`src/rtl/hazard_pkg.sv`:
```
// Shared types for the RV32I hazard scheduler: forwarding selects, scheduler states,
// and the ResultSrc encoding that marks a load in E.
package hazard_pkg;

    typedef enum logic [1:0] {
        FWD_RF  = 2'b00,
        FWD_WB  = 2'b01,
        FWD_MEM = 2'b10
    } fwd_sel_t;

    typedef enum logic [1:0] {
        HZ_RUN,
        HZ_MEM_WAIT,
        HZ_ERROR
    } hz_state_t;

    localparam logic [1:0] RESULT_SRC_LOAD = 2'b01;

endpackage

```
`src/rtl/pipeline_hazard_ctrl_forward_unit.sv`:
```
// Forwarding select for one E-stage operand; the younger M-stage producer wins over W.
module forward_unit
    import hazard_pkg::*;
#(
    parameter int ADDRESS_WIDTH = 5
) (
    input  logic [ADDRESS_WIDTH-1:0] i_rs,
    input  logic [ADDRESS_WIDTH-1:0] i_rd_m,
    input  logic [ADDRESS_WIDTH-1:0] i_rd_w,
    input  logic                     i_reg_write_m,
    input  logic                     i_reg_write_w,
    output fwd_sel_t                 o_sel
);

    always_comb begin
        o_sel = FWD_RF;
        if (i_reg_write_m && (i_rd_m != '0) && (i_rd_m == i_rs)) begin
            o_sel = FWD_MEM;
        end else if (i_reg_write_w && (i_rd_w != '0) && (i_rd_w == i_rs)) begin
            o_sel = FWD_WB;
        end
    end

endmodule

```
`src/rtl/pipeline_hazard_ctrl.sv`:
```
// Hazard scheduler for the 5-stage RV32I pipeline: forwarding, load-use, flush, memory freeze, watchdog.
// Optional perf counters are built when HAZARD_PERF_EN is defined.
module pipeline_hazard_ctrl
    import hazard_pkg::*;
#(
    parameter int ADDRESS_WIDTH = 5,
    parameter int MEM_TIMEOUT   = 255
) (
    input  logic                     CLK,
    input  logic                     RST,
    input  logic [ADDRESS_WIDTH-1:0] Rs1D,
    input  logic [ADDRESS_WIDTH-1:0] Rs2D,
    input  logic [ADDRESS_WIDTH-1:0] Rs1E,
    input  logic [ADDRESS_WIDTH-1:0] Rs2E,
    input  logic [ADDRESS_WIDTH-1:0] RdE,
    input  logic [ADDRESS_WIDTH-1:0] RdM,
    input  logic [ADDRESS_WIDTH-1:0] RdW,
    input  logic [1:0]               ResultSrcE,
    input  logic                     RegWriteM,
    input  logic                     RegWriteW,
    input  logic                     PCSrcE,
    input  logic                     MemReqM,
    input  logic                     MemReadyM,
    output logic                     StallF,
    output logic                     StallD,
    output logic                     StallE,
    output logic                     StallM,
    output logic                     FlushD,
    output logic                     FlushE,
    output logic                     FlushW,
    output logic [1:0]               ForwardAE,
    output logic [1:0]               ForwardBE,
    output logic                     MemErr,
    output logic [31:0]              StallCnt,
    output logic [31:0]              FlushCnt
);

    localparam int WDOG_W = $clog2(MEM_TIMEOUT + 1);

    hz_state_t         r_state;
    logic [WDOG_W-1:0] r_wdog;
    logic              r_mem_err;

    fwd_sel_t          w_fwd_a;
    fwd_sel_t          w_fwd_b;
    logic              w_lw_stall;
    logic              w_mem_stall;

    forward_unit #(.ADDRESS_WIDTH(ADDRESS_WIDTH)) u_fwd_a (
        .i_rs          (Rs1E),
        .i_rd_m        (RdM),
        .i_rd_w        (RdW),
        .i_reg_write_m (RegWriteM),
        .i_reg_write_w (RegWriteW),
        .o_sel         (w_fwd_a)
    );

    forward_unit #(.ADDRESS_WIDTH(ADDRESS_WIDTH)) u_fwd_b (
        .i_rs          (Rs2E),
        .i_rd_m        (RdM),
        .i_rd_w        (RdW),
        .i_reg_write_m (RegWriteM),
        .i_reg_write_w (RegWriteW),
        .o_sel         (w_fwd_b)
    );

    assign w_lw_stall  = (ResultSrcE == RESULT_SRC_LOAD) && (RdE != '0) &&
                         ((RdE == Rs1D) || (RdE == Rs2D));
    assign w_mem_stall = MemReqM && !MemReadyM;

    // The watchdog saturates into ERROR instead of wrapping; only RST leaves ERROR.
    always_ff @(posedge CLK) begin
        if (RST) begin
            r_state   <= HZ_RUN;
            r_wdog    <= '0;
            r_mem_err <= 1'b0;
        end else begin
            case (r_state)
                HZ_RUN: begin
                    if (w_mem_stall) begin
                        r_state <= HZ_MEM_WAIT;
                        r_wdog  <= WDOG_W'(1);
                    end
                end
                HZ_MEM_WAIT: begin
                    if (MemReadyM) begin
                        r_state <= HZ_RUN;
                        r_wdog  <= '0;
                    end else if (r_wdog == WDOG_W'(MEM_TIMEOUT)) begin
                        r_state   <= HZ_ERROR;
                        r_mem_err <= 1'b1;
                    end else begin
                        r_wdog <= r_wdog + WDOG_W'(1);
                    end
                end
                HZ_ERROR: begin
                    r_state <= HZ_ERROR;
                end
                default: begin
                    r_state <= HZ_RUN;
                end
            endcase
        end
    end

    assign MemErr = r_mem_err;

    // Memory ready releases the freeze in the same cycle, so stall depends on inputs, not state alone.
    always_comb begin
        StallF = 1'b0;
        StallD = 1'b0;
        StallE = 1'b0;
        StallM = 1'b0;
        FlushD = 1'b0;
        FlushE = 1'b0;
        FlushW = 1'b0;
        if (RST) begin
            FlushD = 1'b1;
            FlushE = 1'b1;
            FlushW = 1'b1;
        end else if ((r_state == HZ_ERROR) || w_mem_stall) begin
            StallF = 1'b1;
            StallD = 1'b1;
            StallE = 1'b1;
            StallM = 1'b1;
            FlushW = 1'b1;
        end else if (PCSrcE) begin
            FlushD = 1'b1;
            FlushE = 1'b1;
        end else if (w_lw_stall) begin
            StallF = 1'b1;
            StallD = 1'b1;
            FlushE = 1'b1;
        end
    end

    assign ForwardAE = RST ? FWD_RF : w_fwd_a;
    assign ForwardBE = RST ? FWD_RF : w_fwd_b;

`ifdef HAZARD_PERF_EN
    logic [31:0] r_stall_cnt;
    logic [31:0] r_flush_cnt;

    always_ff @(posedge CLK) begin
        if (RST) begin
            r_stall_cnt <= '0;
            r_flush_cnt <= '0;
        end else begin
            if (StallF || StallD || StallE || StallM) begin
                r_stall_cnt <= r_stall_cnt + 32'd1;
            end
            if (FlushE) begin
                r_flush_cnt <= r_flush_cnt + 32'd1;
            end
        end
    end

    assign StallCnt = r_stall_cnt;
    assign FlushCnt = r_flush_cnt;
`else
    assign StallCnt = '0;
    assign FlushCnt = '0;
`endif

endmodule

```
`config.mk`:
```
export PLATFORM = sky130hd
export DESIGN_NAME = pipeline_hazard_ctrl
export DESIGN_NICKNAME = d
export VERILOG_FILES = /design/src/rtl/hazard_pkg.sv /design/src/rtl/pipeline_hazard_ctrl_forward_unit.sv /design/src/rtl/pipeline_hazard_ctrl.sv
export SDC_FILE = /design/constraint.sdc
export NUM_CORES = 1
export LEC_CHECK = 0
export ABC_AREA = 1
export BUFFER_PORTS_ARGS = -buffer_cell sky130_fd_sc_hd__buf_2
export CAP_MARGIN = 20
export CORE_ASPECT_RATIO = 1.75
export CORE_UTILIZATION = 38
export DETAILED_ROUTE_END_ITERATION = 10
export PLACE_DENSITY = 0.78
export SLEW_MARGIN = 20
export SYNTH_ARGS = -nofsm -noshare
export SYNTH_HDL_FRONTEND = slang
export SYNTH_SLANG_ARGS = --single-unit
```
`constraint.sdc`:
```
create_clock -name CLK -period 1.13 [get_ports CLK]
set_input_delay 0.113 -clock CLK [delete_from_list [all_inputs] [get_ports CLK]]
set_output_delay 0.113 -clock CLK [all_outputs]
set_load 0.01 [all_outputs]
```
==> metrics.yaml <==
route:
  vias: 1757
  wirelength_um: 4050
  ant_nets: 0
  drc_errors: 0
  firstDrtPassIters: 4
  avgViaCountPerCell: 4.32
  avgRoutedWirePerCell_um: 9.96
  drt_iter0_drc: 42
yosys:
  syn_area_um2: 1690
  ys_seq_elements: 11
  netlist_top_cells_area: "buf_4 29%, nand2_1 14%, dfxtp_1 13%, xnor2_1 9.8%, inv_1 7.5%"
  syn_avg_cell_area_um2: 6.11
  yosysWarnings: 0
  synth_cells: 277
  synth_largest_type_area_fraction_pct: 29.3
  post_synth_num_cell_types: 28
  ys_seq_area_share_pct: 13.0
  synth_top_cell_by_area: "buf_4"
pwr:
  p_total_mw: 1.41
  p_leak_nw: 1.20
  ir_drop_mv: 0.402
  powerDensity_nw_per_um2: 655
sta:
  period_share_pct: 113
  drv_slew: 0
  finalSetupViolCount: 16
  rsz0062_at_grt: "true"
  clock_skew_ns: 0.00431
  hold_viol: 0
  fmax_mhz: 783
  timing.final.ws_setup_ns: -0.147
  fin_crit_ns: 1.28
global_routing:
  first_global_vias: 1578
  grt_max_degree: 9
  grt_pass1_wl_um: 5860
  overflow: 0
  grt.total_usage_pct: 16.2
  antenna_found_initial: 0
finish:
  syn2layout_area_growth_pct: 26.8
  antenna_cells: 0
  final_cell_mix: "64 x conb_1, 56 x nand2_1, 51 x buf_2"
  n_fill_cell: 429
  final_core_util_pct: 51.2
  nets: 404
  stdcell_area_um2: 2140
  final_common_cell: "conb_1"
  drive_gt1_share_pct: 34.6
critical_path:
  endpoint_kind: "output port"
  path_class: "flip-flop to output port"
  path_cells: "inv_2 -> nand2_2 -> nand2_2 -> inv_2 -> nor2_4 -> nor2_2 -> inv_1 -> nand2_1 -> buf_2"
  path_buf_inv: 4
  cp_slowest_stage_delay_ns: 0.32
  crit_fanout: 3
  cp_top_family: "simple AND/OR/NAND/NOR gates"
  cp_slowest_cell: "dfxtp_2"
  worst-path-stages: 9
  required_ns: 1.02
  rr_worst_depth: 9
  crit_arrival_ns: 1.16
  cp-start-kind: "flip-flop"
outcome:
  violations: "negative setup slack"
  status: "complete, but fails checks"
placement:
  post-dp-hpwl_um: 3100
  place_area_um2: 1890
  gp_congestion: 0.824
  port_buffers: 55
die:
  fp.dieH_um: 90.3
  std_cell_rows: 31
  coreArea_um2: 4190
  start_util_pct: 40.4
  fp.dieArea_um2: 4730
  ioPinCount: 120
  die_x_um: 52.4
clocking:
  cts_sinks: 11
  clkSlewWorstSetupHoldPaths_ns: 0.05
  clockRootBuffer: "clkbuf_8"
  clk_latency_ns: 0.25
  cts_tree: "done"
  htreeDepth: 1
  clk_path_buf_depth: 2
  cts_buffers: 3
min_path:
  hold-path-cell-count: 3
  min_path_type: "input pin to flip-flop"
job:
  drv_cap: 0
-- cell families after synthesis --
logic type      share of synthesized area (%)
compound gates                           7.10
flops                                    13.0
buf+inv                                  37.9
fa+ha+maj                               0.740
xor+xnor                                 10.9
other cells                             0.222
simple gates                             30.2
-- final cells by class --
class                           count  area [um2]  share of cell area (%)
Clock buffer                        4        45.0                    2.10
Inverter                           37         144                    6.71
Multi-Input combinational cell    226        1170                    54.7
Sequential cell                    11         226                    10.6
Tap cell                           49        61.3                    2.86
Timing Repair Buffer               80         495                    23.1
-- per-layer routing --
metal / track usage [%] / wire length (um)
met5: 0 / 0
met4: 7.46 / 119
met3: 2.86 / 318
met2: 34.2 / 2370
met1: 12.3 / 1240
-- per-stage QoR --
step | hold slack [ns] | TNS [ns] | cells | worst slack [ns]
global placement | 0.409 | -0.237 | 390 | -0.0533
detailed placement | 0.408 | -0.626 | 390 | -0.0982
finish | 0.146 | -1.49 | 407 | -0.147
floorplan | 0.257 | -0.0389 | 340 | -0.0154
global route | 0.159 | -2.42 | 407 | -0.214
CTS | 0.143 | -1.38 | 405 | -0.141
-- sequential cells by signal, summed over array words and instances, names as in the netlist --
name     count
MemErr       1
r_wdog       8
r_state      2
-- final timing paths --
path,end,startpoint,slack [ns]
worst max-delay path,FlushE,r_state[0]$_SDFFE_PP0P_,-0.15
worst min register to register,MemErr$_SDFFE_PP0P_,MemErr$_SDFFE_PP0P_,0.47
worst min-delay path,r_state[0]$_SDFFE_PP0P_,MemReqM,0.15
worst max register to register,r_wdog[6]$_SDFFE_PP0P_,r_wdog[1]$_SDFFE_PP0P_,-0.13
-- worst min-delay path: stages --
cell	delay, ns
buf_2	0.11
nand3_1	0.07
a21oi_1	0.06
-- where the power goes --
group	switching [mW]	internal [mW]
sequential	0.00916	0.402
combinational	0.349	0.228
clock	0.169	0.249
-- timing repair --
item                                    4_1_cts  5_1_grt
gates cloned                                  1        0
gates resized for setup                      17       18
setup buffers                                10        2
hold buffers                                  0        0
pin swaps                                    12       13
endpoints found under the setup margin       15       18
-- Yosys cell counts --
cell and count:
buf_4 66, nand2_1 63, inv_1 34, nor2_1 30, xnor2_1 19, dfxtp_1 11, nand3_1 10, a21oi_1 8
o21ai_0 7, nand2_2 3, nand4_1 3, o21bai_1 3, inv_2 2, nor2_4 2, nor3_1 2, xor2_1 2
a211oi_1 1, a21oi_2 1, a31oi_1 1, clkbuf_1 1, conb_1 1, ha_1 1, inv_4 1, nand2_4 1
nand3_2 1, nand3b_1 1, nor2_2 1, or2_2 1
(Power assumes the default switching activity.)
